--- src/rtl/fpu_pkg.sv ---
// -----------------------------------------------------------------------------
// fpu_pkg
// Shared FPU definitions: rounding-mode and sequencer state encodings, fcsr
// flag bit positions and the integer saturation constants used by the
// float<->int conversion stages.
// -----------------------------------------------------------------------------
package fpu_pkg;

  // RISC-V rm field encodings; 5-7 are treated as RNE by consumers.
  typedef enum logic [2:0] {
    RM_RNE = 3'd0,
    RM_RTZ = 3'd1,
    RM_RDN = 3'd2,
    RM_RUP = 3'd3,
    RM_RMM = 3'd4
  } rm_e;

  typedef enum logic [2:0] {
    S_IDLE,
    S_UNPACK,
    S_SHIFT,
    S_ROUND,
    S_PACK,
    S_DONE
  } state_e;

  // Bit positions inside the 2-bit {NV, NX} flag vector.
  localparam int FLAG_NV = 1;
  localparam int FLAG_NX = 0;

  localparam int EXP_BIAS = 127;

  localparam logic [31:0] INT_MAX  = 32'h7FFF_FFFF;
  localparam logic [31:0] INT_MIN  = 32'h8000_0000;
  localparam logic [31:0] UINT_MAX = 32'hFFFF_FFFF;

endpackage

--- src/rtl/fp_round_decide.sv ---
// -----------------------------------------------------------------------------
// fp_round_decide
// Combinational rounding decision shared by the FPU rounding stages.
//   rm      : rounding mode (RNE/RTZ/RDN/RUP/RMM, 5-7 behave as RNE)
//   sign    : sign of the value being rounded
//   lsb     : least significant kept bit of the magnitude
//   g       : guard bit (first discarded bit)
//   st      : sticky, OR of all bits below the guard
//   inc     : add one ulp to the truncated magnitude
//   inexact : any discarded bit was set
// -----------------------------------------------------------------------------
module fp_round_decide
  import fpu_pkg::*;
(
  input  logic [2:0] rm,
  input  logic       sign,
  input  logic       lsb,
  input  logic       g,
  input  logic       st,
  output logic       inc,
  output logic       inexact
);

  // NOTE: every output of a combinational block gets a value before any
  // branch, so no path can leave it unassigned and infer a latch.
  always_comb begin
    inexact = g | st;
    inc     = g & (st | lsb);  // RNE, also used for the reserved encodings
    case (rm)
      RM_RTZ:  inc = 1'b0;
      RM_RDN:  inc = sign & (g | st);
      RM_RUP:  inc = ~sign & (g | st);
      RM_RMM:  inc = g;
      default: ;
    endcase
  end

endmodule

--- src/rtl/float_to_int.sv ---
// -----------------------------------------------------------------------------
// float_to_int
// Multi-cycle IEEE-754 single to 32-bit integer converter (FCVT.W.S and
// FCVT.WU.S). The mantissa is aligned one bit position per cycle, then
// rounded, then clamped into the integer range.
//   clk, rst      : clock, asynchronous active-low reset
//   input_a       : float operand, captured with rm and is_unsigned
//   in_valid      : operand valid; accepted when in_ready (IDLE only)
//   output_z      : integer result
//   output_flags  : {NV, NX}
//   output_z_stb  : result valid, held with data until out_ready
// -----------------------------------------------------------------------------
module float_to_int
  import fpu_pkg::*;
#(
  parameter int SHIFT_CAP = 25
) (
  input  logic        clk,
  input  logic        rst,
  input  logic [31:0] input_a,
  input  logic [2:0]  rm,
  input  logic        is_unsigned,
  input  logic        in_valid,
  output logic        in_ready,
  output logic [31:0] output_z,
  output logic [1:0]  output_flags,
  output logic        output_z_stb,
  input  logic        out_ready
);

  // Magnitude just above every clamp threshold: Inf, NaN and e>=32 load it so
  // the normal clamp produces their saturated result and NV.
  localparam logic [32:0] SAT_MAG = 33'h1_0000_0000;

  state_e      state, state_next;

  logic [31:0] a_q;
  logic [2:0]  rm_q;
  logic        uns_q;
  logic        s_q;
  logic        left_q;
  logic [7:0]  cnt_q;
  logic [55:0] acc_q;     // 32 integer bits . 24 fraction bits
  logic        sticky_q;  // bits shifted out below the fraction field
  logic [32:0] mag_q;
  logic        nx_q;

  // ---------------------------------------------------------------- unpack
  logic [7:0]        exp_f;
  logic [22:0]       frac_f;
  logic              hidden;
  logic signed [9:0] e;
  logic [7:0]        e_abs;
  logic [7:0]        unpack_cnt;
  logic              is_zero, is_nan, early_pack;

  always_comb begin
    exp_f  = a_q[30:23];
    frac_f = a_q[22:0];
    hidden = (exp_f != 8'd0);
    // Denormals use the minimum normal exponent with a zero hidden bit.
    e      = hidden ? $signed({2'b00, exp_f}) - $signed(10'(EXP_BIAS))
                    : $signed(10'(1 - EXP_BIAS));
    e_abs  = e[9] ? 8'(-e) : 8'(e);
    is_zero    = !hidden && (frac_f == 23'd0);
    is_nan     = (exp_f == 8'hFF) && (frac_f != 23'd0);
    early_pack = is_zero || (exp_f == 8'hFF) || (!e[9] && e >= 10'sd32);
    // Past SHIFT_CAP right shifts every mantissa bit already sits in sticky.
    if (e[9] && e_abs > 8'(SHIFT_CAP)) unpack_cnt = 8'(SHIFT_CAP);
    else                               unpack_cnt = e_abs;
  end

  // ----------------------------------------------------------------- round
  logic st_round, inc, inexact;

  assign st_round = (|acc_q[22:0]) | sticky_q;

  fp_round_decide u_round_decide (
    .rm      (rm_q),
    .sign    (s_q),
    .lsb     (acc_q[24]),
    .g       (acc_q[23]),
    .st      (st_round),
    .inc     (inc),
    .inexact (inexact)
  );

  // ------------------------------------------------------------------ pack
  logic [31:0] pack_z;
  logic        pack_nv;
  logic [1:0]  pack_flags;

  always_comb begin
    pack_z  = mag_q[31:0];
    pack_nv = 1'b0;
    if (!uns_q) begin
      if (!s_q && mag_q > {1'b0, INT_MAX}) begin
        pack_z  = INT_MAX;
        pack_nv = 1'b1;
      end else if (s_q && mag_q > {1'b0, INT_MIN}) begin
        pack_z  = INT_MIN;
        pack_nv = 1'b1;
      end else if (s_q) begin
        pack_z  = 32'd0 - mag_q[31:0];
      end
    end else begin
      if (s_q) begin
        // Negative values that round to zero are legal (0, inexact only).
        pack_z  = 32'd0;
        pack_nv = (mag_q != 33'd0);
      end else if (mag_q > {1'b0, UINT_MAX}) begin
        pack_z  = UINT_MAX;
        pack_nv = 1'b1;
      end
    end
    pack_flags          = 2'b00;
    pack_flags[FLAG_NV] = pack_nv;
    pack_flags[FLAG_NX] = nx_q & ~pack_nv;
  end

  // ------------------------------------------------------------------- FSM
  assign in_ready = (state == S_IDLE);

  always_ff @(posedge clk or negedge rst) begin
    if (!rst) state <= S_IDLE;
    else      state <= state_next;
  end

  always_comb begin
    state_next = state;
    case (state)
      S_IDLE:   if (in_valid) state_next = S_UNPACK;
      S_UNPACK: begin
        if (early_pack)              state_next = S_PACK;
        else if (unpack_cnt != 8'd0) state_next = S_SHIFT;
        else                         state_next = S_ROUND;
      end
      S_SHIFT:  if (cnt_q == 8'd1) state_next = S_ROUND;
      S_ROUND:  state_next = S_PACK;
      S_PACK:   state_next = S_DONE;
      S_DONE:   if (out_ready) state_next = S_IDLE;
      default:  state_next = S_IDLE;
    endcase
  end

  // -------------------------------------------------------------- datapath
  // NOTE: clocked state uses non-blocking assignments so every register
  // samples the pre-edge values regardless of statement order.
  always_ff @(posedge clk or negedge rst) begin
    if (!rst) begin
      a_q          <= '0;
      rm_q         <= '0;
      uns_q        <= 1'b0;
      s_q          <= 1'b0;
      left_q       <= 1'b0;
      cnt_q        <= '0;
      acc_q        <= '0;
      sticky_q     <= 1'b0;
      mag_q        <= '0;
      nx_q         <= 1'b0;
      output_z     <= '0;
      output_flags <= '0;
      output_z_stb <= 1'b0;
    end else begin
      case (state)
        S_IDLE: begin
          if (in_valid) begin
            a_q   <= input_a;
            rm_q  <= rm;
            uns_q <= is_unsigned;
          end
        end
        S_UNPACK: begin
          // NaN converts like +Inf whatever its sign bit.
          s_q      <= a_q[31] & ~is_nan;
          left_q   <= !e[9];
          cnt_q    <= unpack_cnt;
          acc_q    <= {31'b0, hidden, frac_f, 1'b0};
          sticky_q <= 1'b0;
          mag_q    <= is_zero ? 33'd0 : SAT_MAG;
          nx_q     <= 1'b0;
        end
        S_SHIFT: begin
          if (left_q) begin
            acc_q <= acc_q << 1;
          end else begin
            acc_q    <= acc_q >> 1;
            sticky_q <= sticky_q | acc_q[0];
          end
          cnt_q <= cnt_q - 8'd1;
        end
        S_ROUND: begin
          mag_q <= {1'b0, acc_q[55:24]} + 33'(inc);
          nx_q  <= inexact;
        end
        S_PACK: begin
          output_z     <= pack_z;
          output_flags <= pack_flags;
          output_z_stb <= 1'b1;
        end
        S_DONE: begin
          if (out_ready) output_z_stb <= 1'b0;
        end
        default: ;
      endcase
    end
  end

endmodule
--- config.mk ---
export PLATFORM = sky130hd
export DESIGN_NAME = float_to_int
export DESIGN_NICKNAME = d
export VERILOG_FILES = /design/src/rtl/fpu_pkg.sv /design/src/rtl/fp_round_decide.sv /design/src/rtl/float_to_int.sv
export SDC_FILE = /design/constraint.sdc
export NUM_CORES = 1
export LEC_CHECK = 0
export CORE_MARGIN = 2
export CORE_UTILIZATION = 45
export CTS_CLUSTER_SIZE = 40
export DETAILED_ROUTE_END_ITERATION = 8
export PLACE_DENSITY = 0.74
export REMOVE_ABC_BUFFERS = 1
export SKIP_CTS_REPAIR_TIMING = 1
export SYNTH_ARGS = -nofsm -noshare
export SYNTH_HDL_FRONTEND = slang
export SYNTH_SLANG_ARGS = --single-unit
--- constraint.sdc ---
create_clock -name clk -period 7.55 [get_ports clk]
set_clock_uncertainty 0.1 [all_clocks]
set_input_delay 1.51 -clock clk [delete_from_list [all_inputs] [get_ports clk]]
set_output_delay 1.51 -clock clk [all_outputs]
set_load 0.005 [all_outputs]
Yosys cells after proc, flatten, opt, wreduce, memory -nomap -nowiden
Index checks and enable logic that the tools add are counted.
{"block": "op_classes", "n_addsub": 5, "magnitude_cmp": 5, "eq_ne": 15, "n_mux": 31, "bitwise": 12, "n_reduce_logical": 25}
{"op": "$mux 32", "n": 6}
{"op": "$pmux 56 s2", "n": 1}
{"op": "$gt 33x32->1 const B", "n": 2}
{"op": "$pmux 33 s2", "n": 1}
{"op": "$mux 56", "n": 1}
{"op": "$add 32x1->33", "n": 1}
{"op": "$gt 33x31->1 const B", "n": 1}
{"op": "$mux 33", "n": 1}
{"op": "$reduce_bool 33->1", "n": 1}
{"op": "$sub 1x32->32 const A", "n": 1}
{"op": "$logic_not 23->1", "n": 1}
{"op": "$reduce_bool 23->1", "n": 1}
{"op": "$reduce_or 23->1", "n": 1}
{"op": "$pmux 3 s6", "n": 1}
{"op": "$mux 8", "n": 2}
{"op": "$pmux 8 s2", "n": 1}
{"op": "$reduce_bool 8->1", "n": 2}
{"op": "$eq 3x2->1 const B", "n": 4}
{"op": "$mux 3", "n": 4}
{"op": "$ge 10x7->1 const B", "n": 1}
{"op": "$mux 10", "n": 1}
{"op": "$eq 3x3->1 const B", "n": 3}
{"op": "$sub 8x7->9 const B", "n": 1}
{"op": "$eq 8x1->1 const B", "n": 1}
{"op": "19 further kinds", "n": 53}
{"block": "totals", "regBits": 175, "inputBits": 40, "output_inout_bits": 36, "wordCells": 107}

Logic depth before layout (Yosys ltp)
{"block": "depth", "depth_word": 11, "ltp_mapped": 14, "mapped_depth_nobuf": 14}

Cells and area by module
A second synthesis with hierarchy kept.
{"block": "unflattened", "hier_cells": 1078, "hier_area_um2": 9927.0}
{"module": "float_to_int", "instances": 1, "cells_each": 1071, "area_each_um2": 9878.2, "seq_area_each_um2": 4379.2}
{"module": "fp_round_decide", "instances": 1, "cells_each": 7, "area_each_um2": 48.8, "seq_area_each_um2": 0.0}

Worst setup path before layout
OpenSTA, ideal clock, no wires.
{"block": "synth_timing", "kind": "register to register", "startpoint": "register s_q", "endpoint": "register mag_q[30]", "setup_time_ns": 0.095, "arrival_ns": 2.851, "required_ns": 7.355, "path_slack_ns": 4.503, "path_stages_with_launch": 14, "n_path_buf": 1, "period_less_slack_ns": 3.047, "path_cell_list": "dfrtp_1 clkbuf_1 xnor2_1 o32a_1 nor2_1 ha_1 ha_1 nand3_1 nor3_1 nand3_1 nor2_1 nand3_1 xor2_1 o31ai_1"}
{"block": "synth_between", "elab_chain_cells": 5, "word_cells_on_any_way": 6, "classes_between": "add/sub (1); mux (2); bitwise (3)"}
{"item": "start: declaration", "line_no": "float_to_int.sv:40", "source": "logic s_q;"}
{"item": "start signal: assignment", "line_no": "float_to_int.sv:175", "source": "s_q <= a_q[31] & ~is_nan;"}
{"item": "$not 1->1", "line_no": "fp_round_decide.sv:32", "source": "RM_RUP: inc = ~sign & (g | st);"}
{"item": "$and 1x1->1", "line_no": "fp_round_decide.sv:32"}
{"item": "$pmux 1 s4 (*)", "line_no": "fp_round_decide.sv:29", "source": "case (rm)"}
{"item": "$add 32x1->33 (*)", "line_no": "float_to_int.sv:193", "source": "mag_q <= {1'b0, acc_q[55:24]} + 33'(inc);"}
{"item": "$pmux 33 s2 (*)", "line_no": "float_to_int.sv:165", "source": "case (state)"}
{"item": "end signal: assignment", "line_no": "float_to_int.sv:180", "source": "mag_q <= is_zero ? 33'd0 : SAT_MAG;"}
{"item": "end signal: assignment", "line_no": "float_to_int.sv:193"}
{"item": "end: declaration", "line_no": "float_to_int.sv:45", "source": "logic [32:0] mag_q;"}
Mark *: on every way between the ends. The rest lies on a longest branch, timed or not.
A chain may end at the register's enable or synchronous reset.

Worst setup path in the final report
{"block": "layout_timing", "startpoint": "register s_q", "endpoint": "register mag_q[28]"}
The elaborated chain is that of the path after synthesis.

==> insert_results.sql <==
INSERT INTO impl_metrics (metric_group, metric, value, unit) VALUES
('place', 'numPlacedInstances', '1389', ''),
('grt', 'gr-usage-all-layers', '0.208', ''),
('synthesis', 'synth.ff_latch_count', '175', ''),
('grt', 'grt.overflow.total', '0', ''),
('hold_path', 'hold_start', 'output_z[3]', ''),
('worst_setup_path', 'critPathCaptureType', 'flop', ''),
('timing', 'final_hold_viol_count', '0', ''),
('grt', 'grt_pass1_vias', '7890', ''),
('floorplanning', 'fp.dieH', '152', 'µm'),
('synthesis', 'yosysSeqAreaShare', '0.443', ''),
('detailed_routing', 'wl_per_cell', '16.5', 'µm'),
('timing', 'final.hold.worst_slack', '0.382', 'ns'),
('power_and_ir_drop', 'power_density', '395', 'mW/mm²'),
('floorplanning', 'fp.dieArea', '0.0232', 'mm²'),
('grt', 'grt_max_degree', '105', ''),
('power_and_ir_drop', 'worst_supply_voltage_drop_on_vdd', '0.000232', 'V'),
('detailed_routing', 'vias', '8305', ''),
('layout', 'fin_nets', '1176', ''),
('layout', 'p_r_area_growth_vs_syn', '15.2', '%'),
('synthesis', 'synth_simple_gate_area_frac', '0.211', ''),
('timing', 'worst_max_slew_margin_expressed_relative_to_the_limit', '0.304', ''),
('floorplanning', 'floorplan.io_pins', '76', ''),
('power_and_ir_drop', 'p_total', '0.00451', 'W'),
('worst_setup_path', 'cp_data_required_time', '7.77', 'ns'),
('synthesis', 'synth_fa_ha_area_frac', '0.0101', ''),
('detailed_routing', 'postRouteAntennaNets', '0', ''),
('worst_setup_path', 'worst-setup-path-type', 'flop to flop', ''),
('synthesis', 'synth_ff_type', 'sky130_fd_sc_hd__dfrtp_1', ''),
('synthesis', 'post_synth_num_cell_types', '66', ''),
('synthesis', 'synth_xor_xnor_area_share', '0.0398', ''),
('synthesis', 'synth_top_family_by_area', 'simple AND/OR/NAND/NOR gates', ''),
('worst_setup_path', 'crit_path_start', 's_q', ''),
('detailed_routing', 'vias_per_cell', '5.84', ''),
('cts', 'cts.reportedPaths.clkPinSlew', '0.07', 'ns'),
('timing', 'finalWorstPathRequiredPeriod', '3.66', 'ns'),
('synthesis', 'synth_compound_gate_area_share', '0.182', ''),
('place', 'placer_congestion_estimate', '0.864', ''),
('worst_setup_path', 'timing.critical_path.fanout_max', '39', ''),
('detailed_routing', 'first_iter_violations', '587', ''),
('worst_setup_path', 'start_kind', 'flop', ''),
('place', 'hpwlAfterDp', '15800', 'µm'),
('worst_setup_path', 'worst_r2r_startpoint', 's_q', ''),
('detailed_routing', 'drc', '0', ''),
('flow_run', 'maxCapViolCount', '0', ''),
('timing', 'final_critical_path_share_of_the_clock_period', '0.485', ''),
('hold_path', 'timing.hold.worst.class', 'flop to flop', ''),
('timing', 'achievable-frequency', '0.273', 'GHz'),
('cts', 'cts_buffer_count', '17', ''),
('layout', 'final_cell_area', '0.0114', 'mm²'),
('synthesis', 'syn_avg_cell_area', '8.95', 'µm²'),
('power_and_ir_drop', 'power.static_leakage', '4.57', 'nW'),
('synthesis', 'post_synth_mux_area_share', '0.0761', ''),
('layout', 'layout-drive-gt1-share', '0.0815', ''),
('place', 'post_dp_cell_area', '0.0108', 'mm²'),
('timing', 'setup_violations', '0', ''),
('layout', 'antennaDiodeCount', '0', ''),
('timing', 'setup_total_negative_slack', '0', 'ns'),
('status', 'outcome', 'finished, final reports clean', ''),
('floorplanning', 'core', '0.0217', 'mm²'),
('synthesis', 'netlist_area', '0.00989', 'mm²'),
('cts', 'clock_sink_count', '175', ''),
('detailed_routing', 'first_pass_iters', '5', ''),
('grt', 'number_of_antenna_violations_at_the_first_check_in_global_routing', '0', ''),
('cts', 'cts_tree', 'done', ''),
('floorplanning', 'start_util', '0.456', ''),
('cts', 'clock_insertion_delay_worst_skew', '0.43', 'ns'),
('cts', 'cts-root-buf', 'sky130_fd_sc_hd__clkbuf_16', ''),
('detailed_routing', 'postRouteWirelength', '23400', 'µm'),
('cts', 'ctsHtreeMaxLevel', '4', ''),
('place', 'port-buffer-count', '75', ''),
('timing', 'grt_setup_unrepaired', 'no', ''),
('synthesis', 'synth-warning-count', '0', ''),
('synthesis', 'syn_inst', '1106', ''),
('floorplanning', 'fp-row-count', '54', ''),
('timing', 'timing_max_transition_violations_final', '0', ''),
('timing', 'tightest_slew', '1.04', 'ns'),
('worst_setup_path', 'worstPathArrival', '3.88', 'ns'),
('grt', 'grt_pass1_wl', '40500', 'µm'),
('synthesis', 'synthArstFlopShare', '1.00', ''),
('cts', 'clock_path_buffers', '2', ''),
('synthesis', 'synth_edf_count', '0', ''),
('floorplanning', 'dieWidth', '152', 'µm'),
('layout', 'finalNonFillerCells', '1421', '');
-- flip-flops by register name, summed over array words and instances (netlist names), 2 cells and up --
signal / cells
acc_q: 56
mag_q: 33
a_q: 32
output_z: 32
cnt_q: 8
rm_q: 3
state: 3
output_flags: 2
-- cell usage in the layout, fill, tap and decap left out, drive strengths merged, types with 5 or more instances in the layout --
cell | synthesis | layout
a211oi | 24 | 24
a21o | 5 | 5
a21oi | 36 | 36
a221o | 5 | 5
a22oi | 5 | 5
a31oi | 37 | 37
and2 | 6 | 6
and3 | 8 | 8
and4 | 7 | 7
buf | 11 | 11
clkbuf | 71 | 21
clkdlybuf4s50 | 0 | 74
clkinv | 1 | 6
dfrtp | 175 | 175
ha | 8 | 8
inv | 15 | 16
mux2 | 32 | 32
mux2i | 37 | 37
nand2 | 169 | 169
nand2b | 7 | 7
nand3 | 33 | 33
nand4 | 21 | 21
nand4b | 8 | 8
nor2 | 71 | 71
nor2b | 24 | 24
nor3 | 26 | 26
nor4 | 22 | 22
o21ai | 96 | 96
o22ai | 6 | 6
o31ai | 20 | 20
o32a | 8 | 8
or2 | 5 | 5
or3 | 14 | 14
xnor2 | 25 | 25
xor2 | 20 | 20
-- cells in the mapped netlist, types with 3 or more instances --
cell                       number  area (µm²)
sky130_fd_sc_hd__dfrtp_1      175        4380
sky130_fd_sc_hd__nand2_1      168         631
sky130_fd_sc_hd__o21ai_0       96         480
sky130_fd_sc_hd__clkbuf_1      71         267
sky130_fd_sc_hd__nor2_1        71         267
sky130_fd_sc_hd__a31oi_1       37         231
sky130_fd_sc_hd__mux2i_1       37         370
sky130_fd_sc_hd__a21oi_1       36         180
sky130_fd_sc_hd__nand3_1       33         165
sky130_fd_sc_hd__mux2_2        32         360
sky130_fd_sc_hd__nor3_1        25         125
sky130_fd_sc_hd__xnor2_1       25         219
sky130_fd_sc_hd__nor2b_1       24         150
sky130_fd_sc_hd__a211oi_1      23         173
sky130_fd_sc_hd__nand4_1       21         131
sky130_fd_sc_hd__nor4_1        21         131
sky130_fd_sc_hd__o31ai_1       20         150
sky130_fd_sc_hd__xor2_1        20         175
sky130_fd_sc_hd__inv_1         15        56.3
sky130_fd_sc_hd__or3_1         14        87.6
sky130_fd_sc_hd__and3_1         8        50.1
sky130_fd_sc_hd__buf_1          8        30.0
sky130_fd_sc_hd__ha_1           8         100
sky130_fd_sc_hd__nand4b_1       8        70.1
sky130_fd_sc_hd__o32a_1         8        80.1
sky130_fd_sc_hd__and4_1         7        61.3
sky130_fd_sc_hd__nand2b_1       7        43.8
sky130_fd_sc_hd__and2_1         6        37.5
sky130_fd_sc_hd__o22ai_1        6        37.5
sky130_fd_sc_hd__a21o_1         5        37.5
sky130_fd_sc_hd__a221o_1        5        50.1
sky130_fd_sc_hd__a22oi_1        5        37.5
sky130_fd_sc_hd__nor3b_1        4        30.0
sky130_fd_sc_hd__o21a_1         4        30.0
sky130_fd_sc_hd__or2_2          4        25.0
sky130_fd_sc_hd__or4_1          4        30.0
sky130_fd_sc_hd__a211o_1        3        26.3
sky130_fd_sc_hd__a21boi_0       3        22.5
sky130_fd_sc_hd__a32o_1         3        30.0
sky130_fd_sc_hd__o211ai_1       3        22.5
-- path summary, 6_finish.rpt --
check	to	slack, ns	cells after the start
max in group asynchronous	a_q[25]	4.82	2
setup / recovery	mag_q[28]	3.89	13
setup reg to reg	mag_q[28]	3.89	13
hold / removal	output_z[3]	0.38	2
min in group asynchronous	output_z[16]	1.09	1
hold reg to reg	output_z[3]	0.38	2
-- metal layers --
| metal | GRT usage | vias to the layer above | part of all wire |
|---|---|---|---|
| li1 | - | 4079 | - |
| met1 | 0.298 | 3967 | 0.47 |
| met2 | 0.324 | 229 | 0.46 |
| met3 | 0.0381 | 30 | 0.046 |
| met4 | 0.0610 | 0 | 0.015 |
| met5 | 0 | - | 0 |
-- cell type report --
cell class | count | area (µm²)
fillers | 1940 | 10300
multi-input cells | 833 | 5150
flip-flops and latches | 175 | 4380
clock inverters | 11 | 154
well taps | 280 | 350
inverters | 16 | 60.1
repair buffers | 85 | 827
clock buffers | 21 | 480
-- report_power, final --
part | switching (W) | internal [W] | total, W
Sequential | 0.000331 | 0.00125 | 0.00158
Combinational | 0.00110 | 0.000884 | 0.00199
Clock | 0.000380 | 0.000559 | 0.000939
Total | 0.00181 | 0.00270 | 0.00451
-- kinds of logic (layout without fill, tap and decap cells) --
kind of cell             Yosys count  in the layout
multiplexers                      70             70
buffers and inverters             98            133
AO/OA/AOI/OAI                    279            279
adder cells (fa/ha/maj)            8              8
flip-flops                       175            175
AND/OR/NAND/NOR                  431            431
XOR/XNOR                          45             45
-- metrics by stage --
step / util / setup WS, ns
global route: 0.526 / 3.53
CTS: 0.526 / 3.94
floorplan: - / 3.46
finish: 0.526 / 3.89
global placement: 0.496 / 4.13
detailed placement: 0.496 / 4.04
-- worst max-delay path, stage by stage (launching register included) --
cell and delay (ns):
sky130_fd_sc_hd__dfrtp_1 0.32, sky130_fd_sc_hd__buf_4 0.36, sky130_fd_sc_hd__xnor2_1 0.13, sky130_fd_sc_hd__o32a_1 0.30, sky130_fd_sc_hd__nor2_1 0.09, sky130_fd_sc_hd__ha_1 0.19, sky130_fd_sc_hd__ha_1 0.18, sky130_fd_sc_hd__nand3_1 0.16
sky130_fd_sc_hd__nor3_1 0.52, sky130_fd_sc_hd__nand3_1 0.30, sky130_fd_sc_hd__nor2_1 0.34, sky130_fd_sc_hd__nand3_1 0.14, sky130_fd_sc_hd__xor2_1 0.16, sky130_fd_sc_hd__o31ai_1 0.25
No activity file was read; power rests on OpenSTA's default activity.
